File: config.mk
export PLATFORM = sky130hd
export DESIGN_NAME = fe_fetch_pc
export DESIGN_NICKNAME = d
export VERILOG_FILES = /design/src/rtl/fe_pkg.sv /design/src/rtl/fe_fetch_pc.sv
export SDC_FILE = /design/constraint.sdc
export NUM_CORES = 1
export LEC_CHECK = 0
export CAP_MARGIN = 15
export CORE_MARGIN = 5
export CORE_UTILIZATION = 34
export DETAILED_ROUTE_END_ITERATION = 12
export PLACE_DENSITY = 0.77
export SLEW_MARGIN = 20
export SYNTH_ARGS = -nofsm -noshare
export SYNTH_HDL_FRONTEND = slang
export SYNTH_SLANG_ARGS = --single-unit
export TNS_END_PERCENT = 100
File: constraint.sdc
create_clock -name clk -period 1.6 [get_ports clk]
set_input_delay 0.32 -clock clk [delete_from_list [all_inputs] [get_ports clk]]
set_output_delay 0.32 -clock clk [all_outputs]
set_load 0.05 [all_outputs]
File: src/rtl/fe_pkg.sv
// fe_pkg: shared types and defaults for the fetch-stage PC sequencer (TRAP state with FE_MISALIGN_TRAP_EN).
package fe_pkg;
  typedef logic [31:0] RV32I_OPERAND_t;
  localparam RV32I_OPERAND_t FE_RESET_PC = 32'h0040_0000;
  localparam logic [31:0] FE_NOP_INSTR = 32'h0000_0013;
`ifdef FE_MISALIGN_TRAP_EN
  typedef enum logic [2:0] {FE_IDLE, FE_REQ, FE_WAIT, FE_VALID, FE_TRAP} fe_fetch_state_t;
`else
  typedef enum logic [2:0] {FE_IDLE, FE_REQ, FE_WAIT, FE_VALID} fe_fetch_state_t;
`endif
endpackage

File: src/rtl/fe_fetch_pc.sv
// fe_fetch_pc: PC register and req/gnt/rvalid instruction-fetch sequencer.
// Define FE_MISALIGN_TRAP_EN for a sticky trap on misaligned advance targets.
module fe_fetch_pc
  import fe_pkg::*;
#(
  parameter RV32I_OPERAND_t RESET_PC = FE_RESET_PC,
  parameter logic [31:0] NOP_INSTR = FE_NOP_INSTR
) (
  input  logic           clk,
  input  logic           rst_n,
  input  RV32I_OPERAND_t program_counter_new,
  input  logic           pc_advance,
  output logic           imem_req,
  output RV32I_OPERAND_t imem_addr,
  input  logic           imem_gnt,
  input  logic           imem_rvalid,
  input  logic [31:0]    imem_rdata,
  output RV32I_OPERAND_t program_counter,
  output RV32I_OPERAND_t program_counter_plus_4,
  output logic [31:0]    instr,
  output logic           instr_valid
`ifdef FE_MISALIGN_TRAP_EN
  ,
  output logic           misalign_trap
`endif
);
  fe_fetch_state_t r_state, w_next;
  RV32I_OPERAND_t r_pc;
  logic [31:0] r_instr;
  logic w_adv, w_load, w_capture;
  assign w_adv = (r_state == FE_VALID) && pc_advance;
`ifdef FE_MISALIGN_TRAP_EN
  assign w_load = w_adv && (program_counter_new[1:0] == 2'b00);
  assign misalign_trap = (r_state == FE_TRAP);
`else
  assign w_load = w_adv;
`endif
  assign w_capture = imem_rvalid && ((r_state == FE_WAIT) || ((r_state == FE_REQ) && imem_gnt));
  always_comb begin
    w_next = r_state;
    case (r_state)
      FE_IDLE:  w_next = FE_REQ;
      FE_REQ:   w_next = imem_gnt ? (imem_rvalid ? FE_VALID : FE_WAIT) : FE_REQ;
      FE_WAIT:  w_next = imem_rvalid ? FE_VALID : FE_WAIT;
`ifdef FE_MISALIGN_TRAP_EN
      FE_VALID: w_next = w_adv ? (w_load ? FE_REQ : FE_TRAP) : FE_VALID;
`else
      FE_VALID: w_next = w_adv ? FE_REQ : FE_VALID;
`endif
      default:  w_next = r_state;
    endcase
  end
  always_ff @(posedge clk) begin
    if (!rst_n) begin
      r_state <= FE_IDLE;
      r_pc    <= RESET_PC;
      r_instr <= NOP_INSTR;
    end else begin
      r_state <= w_next;
      if (w_load) r_pc <= program_counter_new & ~32'h3;
      if (w_capture) r_instr <= imem_rdata;
      else if (w_adv) r_instr <= NOP_INSTR;
    end
  end
  assign imem_req = (r_state == FE_REQ);
  assign imem_addr = r_pc;
  assign program_counter = r_pc;
  assign program_counter_plus_4 = r_pc + 32'd4;
  assign instr = r_instr;
  assign instr_valid = (r_state == FE_VALID);
endmodule

## Yosys cells after proc, flatten, opt, wreduce, memory -nomap -nowiden

Cells that the tools add are included.

| word-level totals | value |
|---|---|
| register bits after elaboration | 65 |
| logic and storage cells | 20 |

| cells by class | value |
|---|---|
| add/subtract/negate cells | 1 |
| equality and inequality tests | 3 |
| multiplexer cells | 6 |
| reduce and logical (&&, ||, !) cells | 7 |

Operators with widths:

| cell | count |
|---|---|
| 32-bit two-way mux | 2 |
| 32-bit by 3-bit adder with 32-bit output (second input constant) | 1 |
| 3-bit one-hot mux with 4 select lines | 1 |
| 3-bit by 2-bit == test with 1-bit output (second input constant) | 2 |
| 4-bit nonzero test | 1 |
| 3-bit by 1-bit == test with 1-bit output (second input constant) | 1 |
| 1-bit logical AND | 3 |
| 3-bit zero test | 1 |
| 3-bit two-way mux | 1 |
| 2-bit two-way mux | 1 |
| 2-bit nonzero test | 1 |
| 1-bit logical OR | 1 |
| 1-bit two-way mux | 1 |

## Logic depth before layout (Yosys ltp)

Gate-level depths: netlist (run 1).

| logic depth | value |
|---|---|
| depth after elaboration | 5 |
| mapped depth | 5 |
| gate-level depth less buffers | 4 |

## Worst setup path before layout (run 1)

Ideal clock, no wire load.

| path | value |
|---|---|
| path kind | register -> output |
| from | register r_pc[4], in the netlist imem_addr[4] |
| to | output program_counter_plus_4[23] |
| arrival | 2614 ps |
| path slack | -1334 ps |
| stages on the path, launching flop included | 5 |
| path buffers | 0 |
| cell sequence | dfxtp_1 > and4_4 > nand3_4 > or4b_1 > xnor2_1 |

| on the way | value |
|---|---|
| longest elaborated chain between the ends | 1 |

Ends and longest elaborated chain:

| element | line | source |
|---|---|---|
| start: declaration | fe_fetch_pc.sv:28 | `RV32I_OPERAND_t r_pc;` |
| start signal: assignment | fe_fetch_pc.sv:60 | `if (w_load) r_pc <= program_counter_new & ~32'h3;` |
| 32-bit by 3-bit adder with 32-bit output | fe_fetch_pc.sv:68 | `assign program_counter_plus_4 = r_pc + 32'd4;` |
| end: declaration | fe_fetch_pc.sv:19 | `output RV32I_OPERAND_t program_counter_plus_4,` |

Every way passes these cells.

## Worst setup path after layout (run 1)

Ends and elaborated chain as after synthesis.

==> impl_metrics.yaml, run 1 <==
clock_tree:
  cts.path.max_buffers: 2
  ctsHoldBuffers: 0
  cts-root-buf: "clkbuf_8"
  insertion_delay_ps: 320
  clkTransAtPathRegs_ps: 80
  cts_max_level: 3
  numCtsBuffers: 9
  cts_tree: "yes"
  clock-sinks: 64
worst_setup_path:
  cp_slowest_cell: "or4b_4"
  cp-end-kind: "output port"
  reg2regPathDepth: 5
  path_max_fanout: 2
  path_cells: "and4_4 > buf_4 > nand3_4 > or4b_4 > xnor2_4 > buf_12"
  required_ps: 1280
  cpPeakStageDelay_ps: 560
  cp.arrival_ps: 2010
  regToRegEndpoint: "instr[19]"
  start_kind: "flop"
  rrSetupSlack_ps: 160
  r2r-start: "r_state[1]"
  path_class: "reg -> out"
cells_and_area:
  drive_gt1_share_pct: 51.07
  final_cells: 781
  ff_latch_area_um2: 1366
  nNetsFinal: 718
  multi_input_area_um2: 2427
  fill_cells: 468
  diodes: 0
  post-route-cell-area_um2: 7617
  area_growth_pct: 132.6
timing:
  fin_skew_ps: 7.581
  period_share_pct: 145.9
  hold_viol: 0
  max_freq_mhz: 428.5
  slew_viol_final: 0
  worst_slack_ps: -733.6
  fin_crit_ps: 2334
  fin_setup_tns_ps: -15300
  hold_ws_ps: 456.2
  setup_viol: 28
  rsz0062_at_grt: "yes"
run:
  max_cap_viol_count: 0
global_routing:
  grt_max_degree: 34
  overflow: 0
  grt_usage_pct: 24.04
  grt_pass1_wl_mm: 21.82
  antenna_found_initial: 0
  grt_pass1_vias: 3988
pwr:
  power_switching_mw: 1.212
  power_density_nw_per_um2: 509.0
  intPower_mw: 2.665
  power_mw: 3.877
  max-vdd-ir-drop_mv: 0.5515
  p_leak_nw: 3.121
  pwr-share-seq_pct: 42.6
  clockPowerShare_pct: 31.8
  swShare_pct: 31.25
  p_comb_share_pct: 25.6
placed_design:
  dpl_cell_area_um2: 6768
  place_inst: 747
  portBuffers: 190
  dpl.hpwl_mm: 10.20
  gp_congestion: 0.8379
routing:
  final_antenna_net_count: 0
  route.detailed.drc: 0
  viasPerCell: 4.999
  firstDrtPassIters: 5
  drtIter0Drc: 183
  wl_per_cell_um: 19.78
  routed_wl_mm: 15.45
  via_count: 3904
synth:
  avgSynthCellArea_um2: 7.986
  synth_warnings: 0
  synth-seq-cells: 64
  synth_edf_count: 0
  seq_area_frac_synth_pct: 39.13
  ys.flop_type: "dfxtp_1"
  synth_cells: 410
  synth_cell_type_count: 29
  syn_area_um2: 3274
  async_flop_share_pct: 0
hold_path:
  hold_class: "in -> reg"
  holdPathStages: 3
  worstHoldEndpoint: "instr[4]"
  hold_start: "rst_n"
floorplanning:
  die_area_um2: 11690
  core_area_um2: 9328
  die_w_um: 108.1
  std_cell_rows: 35
  initial_core_util_pct: 35.10
  ioPinCount: 199
  fp.dieH_um: 108.1
outcome:
  run_status: "finished, violations left"
  violations: "negative setup slack"
==> synth_stat cells, drive strengths merged (2+ instances only) <==
library cell | instances | share of area (%)
nand3 | 45 | 7.3
and3 | 3 | 0.57
nor4 | 6 | 1.1
buf | 40 | 8.9
inv | 3 | 0.34
xor2 | 14 | 3.7
and2 | 5 | 0.96
nor2 | 6 | 0.69
xnor2 | 14 | 3.7
o21a | 2 | 0.46
a21boi | 58 | 13
and4 | 4 | 1.1
dfxtp | 64 | 39
nand4 | 5 | 0.96
nor2b | 4 | 0.76
o21ai | 4 | 0.61
nor3 | 9 | 1.4
clkbuf | 22 | 2.5
nand2 | 97 | 11
==> per-stage QoR <==
step	setup WS, ps	util, %
final	-733.6	81.66
after global routing	-790.3	81.66
after CTS	-648.3	79.18
after detailed placement	-369.0	72.56
after global placement	-332.1	72.56
after floorplan	-581.3	-
==> flip-flops by register name, indices dropped and copies added (netlist names) <==
| register | cells |
|---|---|
| instr | 32 |
| imem_addr | 30 |
| r_state | 2 |
==> power by group through the flow <==
stage	clock, mW	combinational, mW	sequential (mW)
after floorplan	0	0.315	1.86
after global placement	0	0.944	1.68
after detailed placement	0	0.961	1.69
after CTS	1.23	0.975	1.65
after global routing	1.32	1.03	1.66
final	1.23	0.992	1.65
==> critical path, delay by kind of cell, from the launching register on <==
kind,cells,cell delay (ps)
simple gates,3,860
flops,1,360
buf+inv,2,280
xor+xnor,1,190
==> worst max-delay path by stage <==
| stage | end | slack [ps] | from |
|---|---|---|---|
| floorplan | program_counter_plus_4[23] | -580 | imem_addr[4] |
| global placement | program_counter_plus_4[23] | -330 | imem_addr[7] |
| detailed placement | program_counter_plus_4[27] | -370 | imem_addr[7] |
| CTS | program_counter_plus_4[27] | -650 | imem_addr[22] |
| global route | program_counter_plus_4[23] | -790 | imem_addr[7] |
| finish | program_counter_plus_4[23] | -730 | imem_addr[4] |
==> cell usage in the layout, fill, tap and decap left out, drive strengths merged, types with 2 or more instances in the layout <==
cell and instances:
and4 4, o21a 2, xnor2 14, clkinv 3
dfxtp 64, conb 6, inv 4, clkdlybuf4s50 65
nor3 9, xor2 14, nand3 45, nor4 6
a21boi 58, and3 3, buf 219, nor2 6
o21ai 4, and2 5, nor2b 4, nand4 5
nand2 97, clkbuf 10
==> logic make-up (layout without fill, tap and decap cells) <==
family,count (synthesis),count (layout),synth area share [%]
xor+xnor,28,28,7.490
simple gates,186,186,26.63
other cells,1,6,0.1145
flops,64,64,39.13
compound gates,65,65,14.52
fa+ha+maj,1,1,0.3821
buf+inv,65,302,11.73
==> repair_timing <==
item	CTS	global route
setup endpoints to repair	28	47
gates cloned	1	0
buffers inserted	7	15
pin swaps	31	14
gates resized for setup	66	26
==> layout make-up <==
type	count	area share, %
clock buffers	10	1.807
clock inverters	5	0.4271
inverters	3	0.1478
multi-input cells	286	31.87
flip-flops and latches	64	17.94
well taps	129	2.119
repair buffers	284	45.70
==> per-layer routing <==
metal	vias to the layer above	global-route usage [%]	routed length [um]
met1	1865	24.77	5446
li1	1797	-	-
met5	-	0	0
met3	39	6.269	1360
met4	0	8.837	447
met2	203	46.27	8195
Note: power is estimated with default switching activity, not from simulation.
==> run 2: changes to the inputs <==
--- a/config.mk
+++ b/config.mk
@@ -7,9 +7,10 @@
 export LEC_CHECK = 0
 export CAP_MARGIN = 15
 export CORE_MARGIN = 5
-export CORE_UTILIZATION = 34
+export CORE_UTILIZATION = 35
 export DETAILED_ROUTE_END_ITERATION = 12
-export PLACE_DENSITY = 0.77
+export PLACE_DENSITY = 0.76
+export SETUP_SLACK_MARGIN = 0.02
 export SLEW_MARGIN = 20
 export SYNTH_ARGS = -nofsm -noshare
 export SYNTH_HDL_FRONTEND = slang
==> constraint.sdc (replaced) <==
create_clock -name clk -period 2.8 [get_ports clk]
set_input_delay 0.56 -clock clk [delete_from_list [all_inputs] [get_ports clk]]
set_output_delay 0.56 -clock clk [all_outputs]
set_load 0.05 [all_outputs]
==> impl_metrics.yaml, run 2 (synthesized netlist as in run 1, its figures left out) <==
clock_tree:
  cts_tree: "yes"
  cts_max_level: 3
  numCtsBuffers: 9
  insertion_delay_ps: 330
  clkTransAtPathRegs_ps: 70
  cts.path.max_buffers: 2
  clock-sinks: 64
  cts-root-buf: "clkbuf_8"
global_routing:
  grt_pass1_wl_mm: 16.59
  antenna_found_initial: 0
  grt_usage_pct: 18.12
  grt_pass1_vias: 3177
  overflow: 0
  grt_max_degree: 65
cells_and_area:
  drive_gt1_share_pct: 17.36
  most-common-layout-cells: "164 x clkdlybuf4s50_1, 96 x nand2_1, 58 x a21boi_0, 54 x dfxtp_1, 42 x nand3_1"
  post-route-cell-area_um2: 5758
  nNetsFinal: 641
  area_growth_pct: 75.85
  largest_register_ffs: 32
  final_common_cell: "clkdlybuf4s50_1"
  final_util_pct: 62.61
  diodes: 0
timing:
  slew_headroom_pct: 36.92
  fin_crit_ps: 2713
  rsz0062_at_grt: "yes"
  fin_skew_ps: 5.524
  hold_viol: 0
  period_share_pct: 96.90
  max_freq_mhz: 368.6
  tightest_slew_ps: 946.2
  slew_viol_final: 0
  fin_setup_tns_ps: 0
  setup_viol: 0
hold_path:
  holdPathStages: 2
  hold_class: "reg -> reg"
  hold_start: "instr[6]"
routing:
  wl_per_cell_um: 15.32
  final_antenna_net_count: 0
  drtIter0Drc: 88
  viasPerCell: 4.872
  route.detailed.drc: 0
  firstDrtPassIters: 4
  routed_wl_mm: 10.52
  via_count: 3347
floorplanning:
  initial_core_util_pct: 35.61
  die_w_um: 106.7
  std_cell_rows: 35
  core_area_um2: 9196
  fp.dieH_um: 106.7
  die_area_um2: 11390
  ioPinCount: 199
placed_design:
  portBuffers: 190
  gp_congestion: 0.7771
  dpl.hpwl_mm: 8.082
  dpl_cell_area_um2: 5460
worst_setup_path:
  path_class: "reg -> out"
  start_kind: "flop"
  cp-end-kind: "output port"
  path_max_fanout: 8
  worstSetupStartpoint: "imem_addr[4]"
  reg2regPathDepth: 5
  r2r-start: "r_state[1]"
  required_ps: 2240
  cp.arrival_ps: 2150
outcome:
  run_status: "complete, no violations"
pwr:
  p_leak_nw: 2.095
  power_density_nw_per_um2: 422.3
  max-vdd-ir-drop_mv: 0.3405
run:
  max_cap_viol_count: 0
run 2: final cells by class:
type	instances	area, um2
Fill cell	784	3438
Timing Repair Buffer	207	2250
Multi-Input combinational cell	286	1810
Sequential cell	64	1294
Clock buffer	11	151.4
Tap cell	111	138.9
Clock inverter	5	102.6
Inverter	3	11.26
run 2: repair_timing:
item / in CTS / in global routing
endpoints found under the setup margin: 6 / 8
pin swaps: 1 / 0
setup buffers: 1 / 0
hold buffers: 0 / 0
hold endpoints to repair: 0 / 0
resized for setup: 2 / 9
run 2: worst paths after layout:
kind                                      to  slack (ps)
setup reg to reg                    instr[0]        1160
setup / recovery  program_counter_plus_4[23]          90
hold / removal                      instr[6]         480
hold reg to reg                     instr[6]         480
run 2: worst max-delay path, cell delays in order, from the launching register on:
cell and delay, ps:
dfxtp_2 410, and4_4 270, nand3_4 150, or4b_1 610
xnor2_2 210, buf_12 170
run 2: layer usage:
layer / vias to the layer above / routed length, um / GRT usage (%)
met2: 138 / 5427 / 32.55
met4: 0 / 174 / 6.210
li1: 1639 / - / -
met5: - / 0 / 0
met3: 16 / 975 / 6.623
met1: 1554 / 3944 / 19.56
run 2: where the power goes:
group / internal [mW] / leakage, nW / total [mW] / switching [mW]
clock: 0.639 / 0.126 / 0.991 / 0.352
sequential: 0.940 / 0.524 / 0.964 / 0.0240
combinational: 0.206 / 1.45 / 0.477 / 0.271
total: 1.78 / 2.10 / 2.43 / 0.647
run 2: metrics by stage:
stage	std cells	power (mW)	setup slack, ps	hold WS (ps)
after floorplan	415	1.256	-64.23	536.5
after global placement	670	1.457	315.6	463.9
after detailed placement	670	1.465	253.2	473.6
after CTS	687	2.466	22.37	482.8
after global routing	687	2.537	11.29	506.2
final	687	2.431	86.81	477.2
==> variant, RTL diff (settings of run 1) <==
Add a define of `FE_MISALIGN_TRAP_EN`.
--- a/src/rtl/fe_pkg.sv
+++ b/src/rtl/fe_pkg.sv
@@ -1,4 +1,6 @@
 // fe_pkg: shared types and defaults for the fetch-stage PC sequencer (TRAP state with FE_MISALIGN_TRAP_EN).
+`define FE_MISALIGN_TRAP_EN
+
 package fe_pkg;
   typedef logic [31:0] RV32I_OPERAND_t;
   localparam RV32I_OPERAND_t FE_RESET_PC = 32'h0040_0000;
Check against the original RTL (old outputs only; new: misalign_trap): not equivalent (Yosys sat finds a counterexample within 4 cycles, from zero or initial values and one cycle with rst_n low).
==> variant against run 1 <==
  * The flow still finishes with violations (negative setup slack)
  * Die area up 2.4%
  * Non-clock buffer count is 13 lower
  * Sequential cell count up 1
  * Area after synthesis rose by 2.7%
  * Count of clock-buffer cells in the layout unchanged
  * Combinational power down 23%
  * Power up 4.1%
  * Wire length shrank 5.5%
  * Cell area up 2.6%
  * Setup slack lost 0.16 ns
  * Largest cell class unchanged
  * Critical endpoint is now program_counter_plus_4[24]
==> variant: results (changes against run 1) <==
| Metric | Value |
|---|---|
| Status | `finished, violations left` |
| Violated checks | `negative setup slack` |
| Setup Viol. Count Final | `33 (+18%)` |
| GRT Resource Usage Total | `0.2358 (-0.004640)` |
| Pin count of the biggest net entering global routing | `66 (+94%)` |
| # nets final | `721 (+0.42%)` |
| Share of layout cells above drive strength 1 | `0.4741 (-0.03665)` |
| Internal power | `2915 uW (+9.3%)` |
| First-pass GRT wire length | `21,730 um (-0.44%)` |
| Placed Instances | `759 (+1.6%)` |
| Worst Skew | `0.01056 ns (+0.002975 ns)` |
| Seq/Total Area, Yosys | `0.3870 (-0.004239)` |
| Critical Path Fanout Max | `8 (+6)` |
| Drt first-iter violations | `148 (-19%)` |
| Clock Latency Late Sink | `0.34 ns (+0.02 ns)` |
| VDD IR max | `0.6341 mV (+15%)` |
| Largest stage delay, worst path | `0.44 ns (-0.12 ns)` |
| CP arrival | `2.17 ns (+0.16 ns)` |
| Vias in the first global route | `4,115 (+3.2%)` |
| Routability congestion estimate | `0.8202 (-2.1%)` |
| Setup ws final | `-0.8902 ns (-0.1566 ns)` |
| Non-filler cells, final | `789 (+1.0%)` |
| Post-DR wirelength/cell | `18.50 um (-6.5%)` |
| Vias per inst | `4.980 (-0.38%)` |
| P_leak | `0.003149 uW (+0.89%)` |
| TNS Setup | `-18.51 ns (-3.211 ns)` |
| CP max stage cell | `or4_4` |
==> variant: final timing paths <==
check / start / end / slack [ns] / depth (start not counted)
worst max-delay path: imem_addr[2] / program_counter_plus_4[24] / -0.89 / 7
worst min register to register: instr[30] / instr[30] / 0.48 / 2
worst min-delay path: rst_n / imem_addr[22] / 0.42 / 3
worst max register to register: r_state[2] / imem_addr[8] / 0.15 / 5
==> variant: layout make-up <==
| type | instances | area [um^2] |
|---|---|---|
| Clock buffer | 10 | 137.6 |
| Clock inverter | 6 | 90.09 |
| Fill cell | 563 | 1913 |
| Inverter | 7 | 28.78 |
| Multi-Input combinational cell | 297 | 2475 |
| Sequential cell | 65 | 1381 |
| Tap cell | 133 | 166.4 |
| Timing Repair Buffer | 271 | 3537 |
==> variant: worst register-to-register path: stages, from the launching register on <==
cell	delay [ns]
dfxtp_2	0.41
and3b_2	0.25
nand3_1	0.13
buf_12	0.21
nand2_1	0.11
a21boi_0	0.24
==> variant: cells by family after synthesis <==
family	after synthesis	synth area share
adder cells (fa/ha/maj)	1	0.003721
AND/OR/NAND/NOR	195	0.2721
XOR/XNOR	28	0.07295
flip-flops	65	0.3870
other	1	0.001115
AO/OA/AOI/OAI	67	0.1451
buffers and inverters	68	0.1180
==> variant: power by group through the flow <==
stage | logic, uW | registers, uW | clock network [uW]
2_1_floorplan | 241 | 1850 | 0
3_3_place_gp | 735 | 1700 | 0
3_5_place_dp | 749 | 1710 | 0
4_1_cts | 759 | 1670 | 1620
5_1_grt | 800 | 1680 | 1710
6_report | 760 | 1670 | 1600
==> variant: routing by layer <==
metal	part of all wire	GRT usage	vias up
met5	0	0	-
met4	0.031	0.08905	0
met3	0.075	0.05402	30
met2	0.54	0.4577	180
met1	0.35	0.2424	1885
li1	-	-	1834
==> variant: timing repair <==
item / CTS / global route
gates resized for setup: 48 / 17
setup endpoints to repair: 29 / 66
pin swaps: 24 / 22
endpoints found under the hold margin: 0 / 0
setup buffers: 14 / 6
cloned: 0 / 0
==> variant: stage by stage <==
step	hold slack, ns	area (um^2)	utilization	setup slack, ns	power (uW)
4_1_cts	0.3950	7745	0.7960	-0.8722	4053
2_1_floorplan	0.4442	4050	-	-0.7614	2095
5_1_grt	0.4107	7816	0.8034	-0.9798	4191
3_5_place_dp	0.4713	7169	0.7369	-0.5534	2458
3_3_place_gp	0.4601	7169	0.7369	-0.4896	2440
6_report	0.4156	7816	0.8034	-0.8902	4037
